--- config.mk ---
export PLATFORM = sky130hd
export DESIGN_NAME = seq_producer
export DESIGN_NICKNAME = d
export VERILOG_FILES = /design/src/rtl/seq_producer.sv
export SDC_FILE = /design/constraint.sdc
export NUM_CORES = 1
export LEC_CHECK = 0
export CAP_MARGIN = 0
export CORE_MARGIN = 1.5
export CORE_UTILIZATION = 51
export DETAILED_ROUTE_END_ITERATION = 10
export HOLD_SLACK_MARGIN = 0.03
export MAX_ROUTING_LAYER = met4
export PLACE_DENSITY = 0.81
export SLEW_MARGIN = 10
export SYNTH_ARGS = -nofsm -noshare
export SYNTH_HDL_FRONTEND = slang
export SYNTH_SLANG_ARGS = --single-unit
--- constraint.sdc ---
create_clock -name clk -period 2.94 [get_ports clk]
set_input_delay 0.588 -clock clk [delete_from_list [all_inputs] [get_ports clk]]
set_output_delay 0.588 -clock clk [all_outputs]
set_load 0.02 [all_outputs]
--- src/rtl/seq_producer.sv ---
// seq_producer: arithmetic-sequence burst generator with valid/ready output
// Ports:
//   clk, rst_n                  clock, synchronous active-low reset
//   start, stop                 begin a burst (IDLE only) / end auto-repeat
//   start_val, step, count      burst setup, latched when start is accepted
//   dout, dout_valid, dout_ready  item stream with consumer backpressure
//   busy, done, sent            in RUN / one-cycle burst-end pulse / items accepted
//   dout_par                    even parity of dout, only with SEQ_PRODUCER_PARITY_EN
module seq_producer #(
    parameter int WIDTH  = 32,
    parameter int CW     = 8,
    parameter int REPEAT = 0
) (
    input  logic             clk,
    input  logic             rst_n,
    input  logic             start,
    input  logic             stop,
    input  logic [WIDTH-1:0] start_val,
    input  logic [WIDTH-1:0] step,
    input  logic [CW-1:0]    count,
    output logic [WIDTH-1:0] dout,
    output logic             dout_valid,
    input  logic             dout_ready,
    output logic             busy,
    output logic             done,
    output logic [CW-1:0]    sent
`ifdef SEQ_PRODUCER_PARITY_EN
    ,
    output logic             dout_par
`endif
);
    typedef enum logic [1:0] {IDLE, RUN, DONE} state_t;
    state_t state, state_n;
    logic [WIDTH-1:0] base_q, step_q, dout_n;
    logic [CW-1:0] count_q, sent_n, sent_inc;
    logic stop_q, stop_n, load;
    assign dout_valid = state == RUN;
    assign busy       = state == RUN;
    assign done       = state == DONE;
    always_comb begin
        state_n  = state;
        dout_n   = dout;
        sent_n   = sent;
        stop_n   = stop_q;
        load     = 1'b0;
        sent_inc = sent + CW'(1);
        case (state)
            IDLE: if (start) begin
                load    = 1'b1;
                stop_n  = 1'b0;
                sent_n  = '0;
                dout_n  = start_val;
                state_n = count == '0 ? DONE : RUN;
            end
            RUN: begin
                stop_n = stop_q | stop;
                if (dout_ready) begin
                    dout_n  = dout + step_q;
                    sent_n  = sent_inc;
                    state_n = sent_inc == count_q ? DONE : RUN;
                end
            end
            DONE: begin
                stop_n = stop_q | stop;
                // a zero-length burst never restarts, otherwise it would loop through DONE forever
                if (REPEAT != 0 && !(stop_q | stop) && count_q != '0) begin
                    state_n = RUN;
                    dout_n  = base_q;
                    sent_n  = '0;
                end else begin
                    state_n = IDLE;
                end
            end
            default: state_n = IDLE;
        endcase
    end
    always_ff @(posedge clk) begin
        if (!rst_n) begin
            state   <= IDLE;
            dout    <= '0;
            sent    <= '0;
            stop_q  <= 1'b0;
            base_q  <= '0;
            step_q  <= '0;
            count_q <= '0;
        end else begin
            state  <= state_n;
            dout   <= dout_n;
            sent   <= sent_n;
            stop_q <= stop_n;
            if (load) begin
                base_q  <= start_val;
                step_q  <= step;
                count_q <= count;
            end
        end
    end
`ifdef SEQ_PRODUCER_PARITY_EN
    always_ff @(posedge clk) dout_par <= rst_n ? ^dout_n : 1'b0;
`endif
endmodule

-- After elaboration in Yosys (flattened, before gate mapping)
Index checks and enable logic that the tools add are counted.
- flip-flop bits (word level): 82
- output and inout bits: 43
- add/sub/neg operators: 2
- equal/unequal tests: 5
- multiplexer cells: 13
- reduce and logical (&&, ||, !) cells: 5
- operators by type and width (operator ; count):
    2-to-1 mux 32 bit ; 2
    case mux 32 bit (2 select lines) ; 1
    adder 32 bit ; 1
    2-to-1 mux 8 bit ; 2
    case mux 8 bit (2 select lines) ; 1
    adder 8 x 1 -> 8 bit (second input constant) ; 1
    == test 8 bit ; 1
    zero test 8 bit ; 1
    2-to-1 mux 2 bit ; 4
    != test 2 bit (second input constant) ; 2
    case mux 2 bit (2 select lines) ; 1
    AND reduction 3 bit ; 1
    == test 2 x 1 -> 1 bit (second input constant) ; 1
    == test 2 bit (second input constant) ; 1
    zero test 2 bit ; 1
    2-to-1 mux 1 bit ; 2
    AND reduction 2 bit ; 1
    nonzero test 2 bit ; 1

-- Logic depth before layout (Yosys ltp)
Gate-level depths: netlist of run 1.
- word-level depth: 5
- depth in mapped cells: 10
- gate-level depth less buffers: 10

-- Worst setup path after synthesis of run 1
Ideal clock, no wire load.
- path kind: reg2reg
- from: register dout[0]
- to: register dout[26]
- library setup time: 0.095 ns
- arrival: 2.439 ns
- required time: 2.845 ns
- setup slack: 0.406 ns
- cell stages (with the launch flop): 11
- period minus slack after synthesis: 2.534 ns
- cells stage by stage: dfxtp_1 > ha_1 > fa_1 > a21oi_1 > nand4b_1 > and2_1 > o211ai_1 > a31oi_1 > o221ai_1 > xnor2_1 > a221oi_1
- longest elaborated chain between the ends: 3
- ends and longest elaborated chain (element ; line ; text):
    start, declared ; 21 ; output logic [WIDTH-1:0] dout,
    start signal, assigned ; 88 ; dout <= dout_n;
    adder 32 bit ; 58 ; dout_n = dout + step_q;
    2-to-1 mux 32 bit ; 57 ; if (dout_ready) begin
    case mux 32 bit (2 select lines) ; 47 ; case (state)
Every way passes these cells. The select of a mux whose other input is x is not followed.
A chain may end at the register's enable or synchronous reset.

-- Final worst setup path of run 1
Same ends and word-level chain as after synthesis.

==> results of run 1 <==
timing repair:
action                                  4_1_cts  5_1_grt
setup buffers                                 0        1
gates resized for setup                       0        4
endpoints found under the setup margin        0        3
endpoints found under the hold margin         0        0
metal layers:
layer  vias up  wire (um)  track usage (%)
li1       2639          -                -
met3        27        694             3.62
met5         -          0                -
met2       174       7230             46.5
met4         0        269             8.90
met1      2555       7030             35.5
cells in the mapped netlist (all sizes together), types with 2 or more instances:
cell type | n | share of area, %
a31oi | 10 | 1.2
nand2 | 140 | 10
a211o | 2 | 0.33
nand4 | 8 | 0.95
a211oi | 3 | 0.52
xnor2 | 26 | 4.3
a21oi | 103 | 9.8
o221ai | 2 | 0.33
buf | 7 | 1.1
nand2b | 2 | 0.24
ha | 32 | 7.6
nor2 | 40 | 2.8
o21ai | 34 | 3.2
xor2 | 8 | 1.3
nor4 | 2 | 0.24
nor3 | 9 | 0.85
bufbuf | 2 | 1.2
mux2i | 2 | 0.38
o211a | 2 | 0.38
and4 | 4 | 0.66
a21o | 22 | 3.2
nand3 | 20 | 1.9
clkbuf | 34 | 3.6
and3 | 16 | 2.0
and2 | 5 | 0.59
o21bai | 4 | 0.57
a311oi | 12 | 2.0
dfxtp | 82 | 31
a31o | 3 | 0.50
nor2b | 2 | 0.24
o211ai | 8 | 1.2
a221oi | 2 | 0.45
or3 | 5 | 0.59
inv | 8 | 0.57
sequential cells by signal (all words and copies together), names as in the netlist:
signal   flops
count_q      8
dout        32
state        2
sent         8
step_q      32
logic make-up (layout without fill, tap and decap cells):
| group | count (synthesis) | in the layout |
|---|---|---|
| AO/OA/AOI/OAI | 224 | 224 |
| XOR/XNOR | 34 | 34 |
| adder cells (fa/ha/maj) | 33 | 33 |
| buffers and inverters | 52 | 154 |
| flip-flops | 82 | 82 |
| multiplexers | 2 | 2 |
| AND/OR/NAND/NOR | 256 | 256 |
worst paths after layout:
| path | slack (ns) | to |
|---|---|---|
| setup / recovery | 0.22 | dout[26] |
| hold / removal | 0.46 | state[1] |
| setup reg to reg | 0.22 | dout[26] |
| hold reg to reg | 0.46 | state[1] |
stage by stage:
stage               hold slack (ns)  total power, mW  cell area (um^2)
floorplan                     0.426             1.89              5280
global placement              0.443             2.17              6400
detailed placement            0.448             2.20              6400
CTS                           0.465             3.04              6600
global route                  0.481             3.19              6630
finish                        0.464             3.04              6630
cell type report:
type                    instances  area share [%]
well taps                     133            2.51
flip-flops and latches         82            24.8
clock inverters                 7            1.17
repair buffers                130            19.4
clock buffers                   9            1.87
inverters                       8           0.453
multi-input cells             549            49.9
worst max-delay path: stages (launching register included):
cell      delay (ns)
dfxtp_1         0.34
ha_1            0.23
fa_1            0.44
a21oi_2         0.17
nand4b_1        0.17
and2_4          0.19
o211ai_1        0.14
a31oi_2         0.27
o221ai_1        0.21
xnor2_1         0.18
a221oi_1        0.28
power by group through the flow:
stage	Sequential (mW)	Combinational, mW	Clock, mW
2_1_floorplan	1.33	0.558	0
3_3_place_gp	1.29	0.887	0
3_5_place_dp	1.29	0.906	0
4_1_cts	1.26	0.911	0.865
5_1_grt	1.27	1.00	0.917
6_report	1.26	0.920	0.861
==> run summary, run 1 <==
Status -> finished, final reports clean
Post-synth EDFFs -> 0
H-Tree Depth -> 3
Leak Pwr -> 2.74 nW
Seq/Total Area, Yosys -> 31.1%
DPL Wire Length -> 11000 um
Setup CP Type -> reg2reg
Cell count after synthesis -> 683
Via density -> 5.88
Final setup margin -> 0.219 ns
First-pass GRT wire length -> 24600 um
Sequential Power Share -> 41.5%
Die Footprint -> 0.0110 mm^2
Yosys reg bits -> 82
Critical path capture point type -> flip-flop
Compound-gate portion of the synthesized area -> 26.6%
Mux contribution to synthesized area -> 0.379%
Int Pwr -> 2.00 mW
Initial Utilization -> 53.3%
Synth Area in Adders -> 7.97%
Critical Path Fanout Max -> 3
Critical path startpoint -> dout[0]
Die Ht -> 105 um
Worst hold path depth -> 1
TritonCTS clock tree -> yes
Max-slew violation count -> 0
XOR/XNOR Fraction of Synth Area -> 5.64%
Post-Syn Area -> 0.00528 mm^2
Tightest Pin Transition -> 0.576 ns
Worst vdd ir -> 0.240 mV
Clock sink total -> 82
Sw power -> 1.04 mW
Post-CTS Hold Fix Bufs -> 0
RePlAce Congestion -> 0.916
Distinct cells, synth -> 68
Synth-to-layout area growth -> 25.6%
CORE AREA -> 0.00991 mm^2
Placed cell count -> 901
N_diodes -> 0
Syn Area/Cell -> 7.73 um^2
Clk_lat worst skew -> 0.37 ns
Fmax -> 367 MHz
Max-Slew Margin vs Limit -> 61.1%
First-pass DRT Iterations -> 4
Sequential Area -> 0.00164 mm^2
Post-synth ARST share -> 0%
Io pins -> 120
Port-buffer cells -> 118
GRT Overall Usage -> 28.1%
Yosys warning total -> 0
Synthesized net count -> 793
Commonest cells after routing, fill and taps aside -> nand2_1 (139), clkdlybuf4s50_1 (118), a21oi_1 (101)
CP Launch Type -> flip-flop
Detailed-route DRC error count -> 0
Hold Crit Start -> state[1]
# nets final -> 890
Final-report hold violation count -> 0
Fill cells -> 900
Pwr per Cell Area -> 459 mW/mm^2
Footprint of the multi-input gates -> 0.00330 mm^2
Initial DRC count -> 240
Clock Power Share -> 28.3%
Crit share post-route -> 92.6%
Power share of the combinational group -> 30.2%
RSZ-0062 raised after global routing -> false
Primary flip-flop cell chosen by synthesis mapping -> dfxtp_1
Max-Cap Viols -> 0
TNS Setup -> 0 ns
Most common cell after layout, fill and taps aside -> nand2_1
Final setup vio count -> 0
Drt total wl -> 15200 um
Fin util -> 66.9%
Switch share -> 34.2%
Cell row count -> 36
Reg-to-Reg Start -> dout[0]
Largest family of logic cells by synthesized area -> compound AO/OA/AOI/OAI gates
Width of the die -> 105 um
Worst Hold Class -> reg2reg
Pre-CTS setup slack -> 0.118 ns
Simple-Gate Fraction of Synth Area -> 21.6%
Num CTS Buffers -> 9
Non-filler cells in the finished layout -> 918
Clock transition at path regs -> 0.10 ns
Largest net degree at the start of global routing -> 46
Root buf cell -> clkbuf_8
Arrival time worst endpoint -> 2.99 ns
Worst Skew -> 0.0139 ns
Routed via count -> 5395
Required @ worst endpoint -> 3.21 ns
Routed Antenna Nets -> 0
R2R cell count -> 10
Avg WL per Cell -> 16.6 um
Clk buf depth -> 2
Vias in the first global route -> 5122
Minimum clock period -> 2.72 ns
Grt ovf -> 0
Initial antenna violation count -> 0
Layout cell share with drive strength beyond 1 -> 6.50%
Power figures use the tool's default switching activity.
==> run 2: changes to the inputs <==
SETUP_SLACK_MARGIN = 0.3   (was unset)
==> run summary, run 2 (synthesized netlist as in run 1, its figures left out) <==
Setup CP Type -> reg2out
WHS Endpoint -> state[1]
Fill cells -> 882
Worst vdd ir -> 0.239 mV
Initial DRC count -> 294
Critical path startpoint -> state[1]
RePlAce Congestion -> 0.916
R2R cell count -> 9
Width of the die -> 105 um
Top flop regs -> dout (32), step_q (32)
Initial Utilization -> 53.3%
Io pins -> 120
TNS Setup -> 0 ns
H-Tree Depth -> 3
Synth-to-layout area growth -> 27.8%
# nets final -> 893
Worst Hold Class -> reg2reg
Final-report hold violation count -> 0
Worst Skew -> 0.0141 ns
Vias in the first global route -> 5126
First-pass GRT wire length -> 24600 um
Met1 GRT Util -> 35.6%
Clk buf depth -> 2
Arrival time worst endpoint -> 1.98 ns
Drt total wl -> 15300 um
N_diodes -> 0
Status -> finished, final reports clean
Pwr per Cell Area -> 455 mW/mm^2
Root buf cell -> clkbuf_8
Post-CTS Hold Fix Bufs -> 0
CP Launch Type -> flip-flop
Routed via count -> 5401
Max-Cap Viols -> 0
Crit-path cells -> nand2b_1 > inv_1 > clkdlybuf4s50_1
Detailed-route DRC error count -> 0
RR Endpoint -> dout[24]
Fmax -> 389 MHz
Clock sink total -> 82
Routed Antenna Nets -> 0
CP bufs+invs -> 2
Leak Pwr -> 2.74 nW
Reg-to-Reg Start -> dout[9]
Clk_lat worst skew -> 0.37 ns
Final setup margin -> 0.370 ns
Hold Crit Start -> state[1]
Minimum clock period -> 2.57 ns
Avg WL per Cell -> 16.6 um
Largest delay share family, worst path -> buffers and inverters
Max-slew violation count -> 0
Largest stage delay, worst path -> 0.71 ns
Met3 Usage GRT -> 3.31%
Port-buffer cells -> 118
Max-Slew Margin vs Limit -> 60.6%
Most common cell after layout, fill and taps aside -> nand2_1
Clock transition at path regs -> 0.09 ns
Worst hold path depth -> 1
Critical Path Fanout Max -> 12
Largest net degree at the start of global routing -> 46
Final setup vio count -> 0
CORE AREA -> 0.00991 mm^2
Die Ht -> 105 um
Layout cell share with drive strength beyond 1 -> 9.90%
Die Footprint -> 0.0110 mm^2
GRT Overall Usage -> 28.1%
Pre-CTS setup slack -> 0.118 ns
Num CTS Buffers -> 9
Cell row count -> 36
Grt ovf -> 0
Gr busiest metal -> met2
Critical path capture point type -> output pin
DPL Wire Length -> 11000 um
Critical Path Slowest Stage Cell -> clkdlybuf4s50_1
Tightest Pin Transition -> 0.583 ns
Commonest cells after routing, fill and taps aside -> nand2_1 (139), clkdlybuf4s50_1 (118), a21oi_1 (98)
Via density -> 5.86
RSZ-0062 raised after global routing -> true
R2R Setup Slk -> 0.40 ns
Initial antenna violation count -> 0
Required @ worst endpoint -> 2.35 ns
Crit share post-route -> 87.4%
M2 GR Usage -> 46.9%
First-pass DRT Iterations -> 5
TritonCTS clock tree -> yes
run 2: cell types whose count changed in the layout (fill, tap and decap cells not counted), moves of 3 or more:
cell,previous run,this run
dfxtp_1,82,75
dfxtp_2,0,7
ha_1,32,26
ha_2,0,5
a21oi_1,101,98
a21oi_2,2,5
buf_4,11,14
run 2: area by class of cell:
type                       count  area, um^2  area share, %
inverter                       8        30.0          0.445
tap                          133         166           2.47
timing repair buffer         133        1310           19.4
clock inverter                 7        77.6           1.15
sequential                    82        1650           24.5
multi-input combinational    549        3390           50.3
clock buffer                   9         124           1.84
run 2: metrics by stage:
step	hold WS (ns)	std cells	util [%]	area (um^2)	power, mW
3_3_place_gp	0.443	901	64.6	6400	2.17
2_1_floorplan	0.426	683	-	5280	1.89
6_report	0.463	921	68.1	6750	3.07
5_1_grt	0.481	921	68.1	6750	3.22
3_5_place_dp	0.448	901	64.6	6400	2.20
4_1_cts	0.465	918	67.1	6650	3.05
run 2: worst register-to-register path, delay by kind of cell (launching register included):
kind	cells	cell delay, ns
AOI/OAI and AO/OA	6	1.30
DFF	1	0.34
and+or+nand+nor	2	0.46
adders and majority gates	1	0.38
run 2: worst max-delay path by stage:
stage            endpoint  slack [ns]  depth (start not counted)
2_1_floorplan    dout[26]        0.41                         10
3_3_place_gp     dout[26]        0.12                         10
3_5_place_dp     dout[26]        0.12                         10
4_1_cts          dout[26]        0.31                         10
5_1_grt          dout[26]        0.28                         10
6_report       dout_valid        0.37                          3
run 2: metal layers:
layer | wire length [um] | vias up
li1 | - | 2647
met1 | 7040 | 2552
met2 | 7350 | 185
met3 | 716 | 17
met4 | 208 | 0
met5 | 0 | -
run 2: repair_timing:
| action | 4_1_cts | 5_1_grt |
|---|---|---|
| resized for setup | 8 | 23 |
| setup endpoints to repair | 7 | 9 |
| pin swaps | 2 | 8 |
| gates cloned | 0 | 0 |
| setup buffers | 1 | 3 |
run 2: report_power, final:
| group | internal (mW) | total, mW | switching, mW |
|---|---|---|---|
| Combinational | 0.419 | 0.937 | 0.517 |
| Clock | 0.400 | 0.861 | 0.461 |
| Sequential | 1.20 | 1.27 | 0.0701 |
